<file path="src/rtl/node_pwr_pkg.sv">
// rtl/node_pwr_pkg.sv - shared states, default timing and bit-search helpers
package node_pwr_pkg;

  typedef enum logic [3:0] {
    ST_ALL_ON   = 4'h0,
    ST_STAGGER  = 4'h1,
    ST_SHUTDOWN = 4'h2,
    ST_WAIT_PG  = 4'h3,
    ST_ENABLE   = 4'h5,
    ST_SCAN     = 4'h7,
    ST_IDLE     = 4'h9,
    ST_FAULT    = 4'hf
  } state_t;

  localparam logic [15:0] STAGGER_MS_DEF    = 16'd20;
  localparam logic [15:0] PG_TIMEOUT_MS_DEF = 16'd150;

  // Both searches return 8 when no bit is set.
  function automatic logic [3:0] lowest_set(input logic [7:0] v);
    logic [3:0] idx;
    idx = 4'd8;
    for (int i = 7; i >= 0; i--) begin
      if (v[i]) idx = 4'(i);
    end
    return idx;
  endfunction

  function automatic logic [3:0] highest_set(input logic [7:0] v);
    logic [3:0] idx;
    idx = 4'd8;
    for (int i = 0; i < 8; i++) begin
      if (v[i]) idx = 4'(i);
    end
    return idx;
  endfunction

endpackage

</file>
<file path="src/rtl/node_pwr_stagger_sched_timer.sv">
// rtl/node_pwr_stagger_sched_timer.sv - saturating 1ms tick counter with limit compare
module node_tick_timer (
  input  logic        clk,
  input  logic        rst,
  input  logic        clear,
  input  logic        enable,
  input  logic        tick,
  input  logic [15:0] limit,
  output logic [15:0] count,
  output logic        expired
);

  always_ff @(posedge clk or posedge rst) begin
    if (rst) begin
      count <= '0;
    end else if (clear) begin
      count <= '0;
    end else if (enable && tick && (count != 16'hffff)) begin
      count <= count + 16'd1;
    end
  end

  assign expired = (count == limit);

endmodule

</file>
<file path="src/rtl/node_pwr_stagger_sched.sv">
// rtl/node_pwr_stagger_sched.sv - staggered power-up/down of node rails sharing one inrush budget
module node_pwr_stagger_sched
  import node_pwr_pkg::*;
#(
  parameter int          NUM_NODES     = 4,
  parameter logic [15:0] STAGGER_MS    = STAGGER_MS_DEF,
  parameter logic [15:0] PG_TIMEOUT_MS = PG_TIMEOUT_MS_DEF
) (
  input  logic                 iClk,
  input  logic                 iRst,
  input  logic                 iTick_1ms,
  input  logic                 iSeq_Go,
  input  logic [NUM_NODES-1:0] iNode_Mask,
  input  logic [NUM_NODES-1:0] iPWRGD_Node,
  output logic [NUM_NODES-1:0] oNode_EN,
  output logic                 oAll_On,
  output logic                 oBusy,
  output logic                 oFault,
  output logic [NUM_NODES-1:0] oFault_Node,
  output logic [3:0]           oDBG_FSM
);

  localparam logic [3:0] LAST_PTR = 4'(NUM_NODES);

  state_t               state, state_nxt;
  logic [3:0]           ptr, ptr_nxt, shut_ptr;
  logic [NUM_NODES-1:0] mask_q, node_en, ptr_bit, pg_bad, bad_first, fault_set, shut_rest;
  logic [NUM_NODES-1:0] fault_node_q;
  logic                 all_on_q, busy_q, fault_n_q;
  logic                 tmr_clear, tmr_enable, tmr_expired, tmr_done, shut_step;
  logic [15:0]          tmr_limit, tmr_count;

  always_comb begin
    ptr_bit   = '0;
    bad_first = '0;
    for (int i = 0; i < NUM_NODES; i++) begin
      ptr_bit[i]   = (ptr == 4'(i));
      bad_first[i] = (lowest_set(8'(pg_bad)) == 4'(i));
    end
  end

  assign pg_bad    = mask_q & node_en & ~iPWRGD_Node;
  assign shut_rest = node_en & ~ptr_bit;
  assign shut_ptr  = highest_set(8'(node_en));

  assign tmr_enable = (state == ST_WAIT_PG) || (state == ST_STAGGER) || (state == ST_SHUTDOWN);
  assign tmr_limit  = (state == ST_WAIT_PG) ? PG_TIMEOUT_MS : STAGGER_MS;
  assign tmr_clear  = (state_nxt != state) || shut_step;
  assign tmr_done   = tmr_expired || (tmr_count > tmr_limit);

  node_tick_timer u_timer (
    .clk     (iClk),
    .rst     (iRst),
    .clear   (tmr_clear),
    .enable  (tmr_enable),
    .tick    (iTick_1ms),
    .limit   (tmr_limit),
    .count   (tmr_count),
    .expired (tmr_expired)
  );

  // Fault checks come first in every state, then a dropped go, then progression.
  always_comb begin
    state_nxt = state;
    ptr_nxt   = ptr;
    fault_set = '0;
    shut_step = 1'b0;
    case (state)
      ST_IDLE: begin
        if (iSeq_Go) begin
          ptr_nxt   = '0;
          state_nxt = (iNode_Mask == '0) ? ST_ALL_ON : ST_SCAN;
        end
      end
      ST_SCAN: begin
        if (!iSeq_Go) begin
          state_nxt = ST_SHUTDOWN;
          ptr_nxt   = shut_ptr;
        end else if (ptr >= LAST_PTR) begin
          state_nxt = ST_ALL_ON;
        end else if (|(mask_q & ptr_bit)) begin
          state_nxt = ST_ENABLE;
        end else begin
          ptr_nxt = ptr + 4'd1;
        end
      end
      ST_ENABLE: begin
        if (!iSeq_Go) begin
          state_nxt = ST_SHUTDOWN;
          ptr_nxt   = shut_ptr;
        end else begin
          state_nxt = ST_WAIT_PG;
        end
      end
      ST_WAIT_PG: begin
        if (tmr_done) begin
          state_nxt = ST_FAULT;
          fault_set = ptr_bit;
        end else if (!iSeq_Go) begin
          state_nxt = ST_SHUTDOWN;
          ptr_nxt   = shut_ptr;
        end else if (|(iPWRGD_Node & ptr_bit)) begin
          state_nxt = ST_STAGGER;
        end
      end
      ST_STAGGER: begin
        if (!iSeq_Go) begin
          state_nxt = ST_SHUTDOWN;
          ptr_nxt   = shut_ptr;
        end else if (tmr_done) begin
          state_nxt = ST_SCAN;
          ptr_nxt   = ptr + 4'd1;
        end
      end
      ST_ALL_ON: begin
        if (pg_bad != '0) begin
          state_nxt = ST_FAULT;
          fault_set = bad_first;
        end else if (!iSeq_Go) begin
          state_nxt = ST_SHUTDOWN;
          ptr_nxt   = shut_ptr;
        end
      end
      ST_SHUTDOWN: begin
        if (node_en == '0) begin
          state_nxt = ST_IDLE;
        end else if (tmr_done) begin
          if (shut_rest == '0) begin
            state_nxt = ST_IDLE;
          end else begin
            ptr_nxt   = highest_set(8'(shut_rest));
            shut_step = 1'b1;
          end
        end
      end
      ST_FAULT: begin
        if (!iSeq_Go) state_nxt = ST_IDLE;
      end
      default: state_nxt = ST_IDLE;
    endcase
  end

  always_ff @(posedge iClk or posedge iRst) begin
    if (iRst) begin
      state        <= ST_IDLE;
      ptr          <= '0;
      mask_q       <= '0;
      node_en      <= '0;
      all_on_q     <= 1'b0;
      busy_q       <= 1'b0;
      fault_n_q    <= 1'b1;
      fault_node_q <= '0;
    end else begin
      state <= state_nxt;
      ptr   <= ptr_nxt;
      if ((state == ST_IDLE) && iSeq_Go) mask_q <= iNode_Mask;
      if (state_nxt == ST_FAULT) begin
        node_en <= '0;
      end else if ((state == ST_ENABLE) && (state_nxt == ST_WAIT_PG)) begin
        node_en <= node_en | ptr_bit;
      end else if (state == ST_SHUTDOWN) begin
        node_en <= node_en & ~ptr_bit;
      end
      all_on_q  <= (state_nxt == ST_ALL_ON);
      busy_q    <= state_nxt inside {ST_SCAN, ST_ENABLE, ST_WAIT_PG, ST_STAGGER, ST_SHUTDOWN};
      fault_n_q <= (state_nxt != ST_FAULT);
      if (state_nxt != ST_FAULT) begin
        fault_node_q <= '0;
      end else if (state != ST_FAULT) begin
        fault_node_q <= fault_set;
      end
    end
  end

  assign oNode_EN    = node_en;
  assign oAll_On     = all_on_q;
  assign oBusy       = busy_q;
  assign oFault      = fault_n_q;
  assign oFault_Node = fault_node_q;
  assign oDBG_FSM    = state;

endmodule

</file>
<file path="config.mk">
export PLATFORM = sky130hd
export DESIGN_NAME = node_pwr_stagger_sched
export DESIGN_NICKNAME = d
export VERILOG_FILES = /design/src/rtl/node_pwr_pkg.sv /design/src/rtl/node_pwr_stagger_sched_timer.sv /design/src/rtl/node_pwr_stagger_sched.sv
export SDC_FILE = /design/constraint.sdc
export NUM_CORES = 1
export LEC_CHECK = 0
export CORE_MARGIN = 5
export CORE_UTILIZATION = 61
export DETAILED_ROUTE_END_ITERATION = 7
export GPL_ROUTABILITY_DRIVEN = 0
export PLACE_DENSITY = 0.85
export SLEW_MARGIN = 20
export SYNTH_ARGS = -nofsm -noshare
export SYNTH_HDL_FRONTEND = slang
export SYNTH_SLANG_ARGS = --single-unit
</file>
<file path="constraint.sdc">
create_clock -name iClk -period 5.9 [get_ports iClk]
set_input_delay 1.77 -clock iClk [delete_from_list [all_inputs] [get_ports iClk]]
set_output_delay 1.77 -clock iClk [all_outputs]
set_load 0.03 [all_outputs]
</file>
==> results.sh <==
export IMPL_drt_total_wl_mm=6.187
export IMPL_arrival_ns=4.48
export IMPL_cp_end_kind="register"
export IMPL_grt_use_total_pct=24.26
export IMPL_timing_rr_start="oDBG_FSM[0]"
export IMPL_overflow=0
export IMPL_synthToLayoutAreaGrowth_pct=14.84
export IMPL_hold_start="oFault_Node[3]"
export IMPL_synth_edff_count=0
export IMPL_routedWlPerCell_um=17.00
export IMPL_max_freq_mhz=230.6
export IMPL_fin_tns_setup_ns=0
export IMPL_critical_path_buf_inv_count=1
export IMPL_die_w_um=75.15
export IMPL_finalHoldViolations=0
export IMPL_antenna_found_initial=0
export IMPL_initial_core_util_pct=63.80
export IMPL_die_area_um2=5647
export IMPL_cts_setup_buffers=0
export IMPL_cp_num_cells=7
export IMPL_setup_viol=0
export IMPL_rsz0062_at_grt="no"
export IMPL_ys_ff_latch=39
export IMPL_placed_cells=356
export IMPL_drc=0
export IMPL_clockRootBuffer="clkbuf_8"
export IMPL_ys_flop_type="dfrtp_1"
export IMPL_crit_slowest_cell="o211ai_2"
export IMPL_critPathKind="in -> reg"
export IMPL_clk_pin_slew_ns=0.08
export IMPL_synth_cells=291
export IMPL_drt_pass1_iter_count=4
export IMPL_yosysTopAreaCell="dfrtp_1"
export IMPL_insertion_delay_ns=0.29
export IMPL_maxCapViolations=0
export IMPL_grt_pass1_vias=2135
export IMPL_cts_hold_fix_buffers=0
export IMPL_clock_path_buffers=2
export IMPL_synth_top_cell_area_share_pct=34.80
export IMPL_synth_avg_cell_area_um2=8.896
export IMPL_powerDensity_nw_per_um2=463.3
export IMPL_nets=332
export IMPL_rows=23
export IMPL_grt_start_max_net_pins=40
export IMPL_relSlewSlack_pct=39.68
export IMPL_worstMarginPinSlew_ns=0.9022
export IMPL_multi_input_area_um2=1481
export IMPL_cts_resized=0
export IMPL_cts_tree="done"
export IMPL_finClkSkew_ns=0.009337
export IMPL_n_antenna_cell=0
export IMPL_yosysWarnings=0
export IMPL_reg2regPathDepth=10
export IMPL_worstHoldPathType="reg -> reg"
export IMPL_holdPathStages=2
export IMPL_synth_async_sr_flop_share_pct=100.0
export IMPL_drive_gt1_share_pct=11.15
export IMPL_critPathMaxFanout=16
export IMPL_hpwl_mm=4.426
export IMPL_cts_sinks=39
export IMPL_fp_dieH_um=75.15
export IMPL_crit_start="iPWRGD_Node[0]"
export IMPL_finalNonFillerCells=364
export IMPL_power_leakage_nw=1.207
export IMPL_first_iter_violations=255
export IMPL_fin_crit_sh_pct=73.49
export IMPL_min_period_ns=4.336
export IMPL_critical_path_required_ns=6.04
export IMPL_crit_path_cell_trace="clkdlybuf4s50_1, and3b_1, o41ai_2, nand2_1, o31a_1, o211ai_2, nor2_1"
export IMPL_antenna_left=0
export IMPL_slowest_delay_ns=0.73
export IMPL_slew_viol_final=0
export IMPL_core_um2=4058
export IMPL_io_pins=27
export IMPL_grt_pass1_wl_mm=10.55
export IMPL_status="finished clean"
export IMPL_post_drt_via_cell_ratio=6.335
export IMPL_crit_family="compound AO/OA/AOI/OAI gates"
export IMPL_dpl_instance_area_um2=2855
export IMPL_dr_total_vias=2306
export IMPL_design_area_um2=2973
export IMPL_cts_buffers_inserted=5
export IMPL_crit_path_start_kind="input port"
export IMPL_ys_seq_area_share_pct=37.84
export IMPL_synth_area_um2=2589
export IMPL_htree_levels=2
export IMPL_hold_slack_ns=0.5561
export IMPL_fillers=302
export IMPL_ys_top_cells_by_area="dfrtp_1 35%, a21oi_1 4.1%, ha_1 3.4%"
export IMPL_regArea_um2=979.7
export IMPL_mappedNetlistNets=310
export IMPL_ys_types=58
export IMPL_vdd_drop_max_v=0.0004693
export IMPL_portBuffers=26
==> placed cells by master (no fill, tap or decap), drive strengths merged, types with 4 or more instances in the layout <==
cell and n:
a21oi 21, a22oi 8, a31oi 7, and3b 5
clkbuf 6, clkdlybuf4s50 26, dfrtp 36, ha 7
inv 17, mux2 5, nand2 17, nand3 12
nand4 8, nor2 32, nor3 7, nor4 10
o21ai 14, o22ai 5, or3b 4, xnor2 6
xor2 10
==> logic make-up (layout without fill, tap and decap cells) <==
family,count (synthesis),after routing,share of synthesized area (%)
DFF,39,39,37.84
xor gates and xnor gates,16,16,5.413
and+or+nand+nor,115,115,24.89
muxes,6,6,2.561
buffers and inverters,29,52,4.929
AOI/OAI and AO/OA,79,79,20.98
adders and majority gates,7,7,3.383
==> path summary, 6_finish.rpt <==
kind                       slack [ns]                end
setup / recovery                 1.56  u_timer.count[13]
hold / removal                   0.56     oFault_Node[3]
setup reg to reg                 2.06  u_timer.count[13]
hold reg to reg                  0.56     oFault_Node[3]
max in group asynchronous        3.64        oDBG_FSM[3]
min in group asynchronous        1.89     oFault_Node[1]
==> cells in the mapped netlist, types with 2 or more instances <==
cell / n
nor4_1: 9
buf_2: 3
o21ai_1: 2
a211oi_1: 2
xor2_1: 10
o21ai_0: 12
a21oi_1: 21
o211ai_1: 2
nand2_1: 17
nand3_1: 12
nand4_1: 8
buf_6: 2
o21a_1: 2
xnor2_1: 6
o221ai_1: 3
o32ai_1: 2
inv_1: 17
a22oi_1: 6
dfrtp_1: 36
nor3b_1: 3
o311a_1: 2
a32oi_1: 2
or3b_1: 2
o22ai_1: 5
clkbuf_1: 6
nor2_2: 10
nand2b_1: 3
dfstp_2: 3
and4_1: 2
ha_1: 7
o31a_1: 2
nor3_1: 7
a31oi_1: 7
and3_1: 3
and3b_1: 5
nor2b_1: 2
nor2_1: 22
and2_1: 2
mux2_2: 5
==> worst reg2reg max path, stage by stage (launching register included) <==
cell,delay [ns]
dfstp_2,0.72
nor3b_1,0.41
nand2_1,0.14
ha_1,0.34
nand3_1,0.08
a21oi_1,0.23
nor3_1,0.18
o311a_1,0.41
o31a_1,0.31
o211ai_2,0.73
nor2_1,0.15
==> area by class of cell <==
type	instances	area share, %
flip-flops and latches	39	32.95
inverters	17	2.146
repair buffers	27	9.007
clock buffers	6	2.778
multi-input cells	223	49.83
well taps	50	2.104
clock inverters	2	1.178
==> state kept, by name (all words and copies together), names as in the netlist <==
name,flops
u_timer.count,16
oFault_Node,4
oDBG_FSM,4
mask_q,4
ptr,4
oNode_EN,4
oFault,1
oBusy,1
oAll_On,1
==> where the power goes <==
part           switching (mW)  leakage [nW]  internal (mW)
registers               0.124         0.517          0.330
logic                   0.421         0.628          0.272
clock network          0.0936        0.0612          0.137
==> per-stage QoR <==
| stage | util (%) | power (mW) | worst slack (ns) |
|---|---|---|---|
| 2_1_floorplan | - | 0.9685 | 2.375 |
| 3_3_place_gp | 70.37 | 1.116 | 1.350 |
| 3_5_place_dp | 70.37 | 1.137 | 1.262 |
| 4_1_cts | 73.27 | 1.375 | 1.552 |
| 5_1_grt | 73.27 | 1.491 | 1.295 |
| 6_report | 73.27 | 1.377 | 1.564 |
==> metal layers <==
metal	share of wire (%)	track usage, %	up-vias
met5	0	0	-
met4	1.3	5.825	0
met3	6.2	6.142	10
met2	46	36.36	75
met1	47	35.39	1100
li1	-	-	1121
Power figures use the tool's default switching activity.
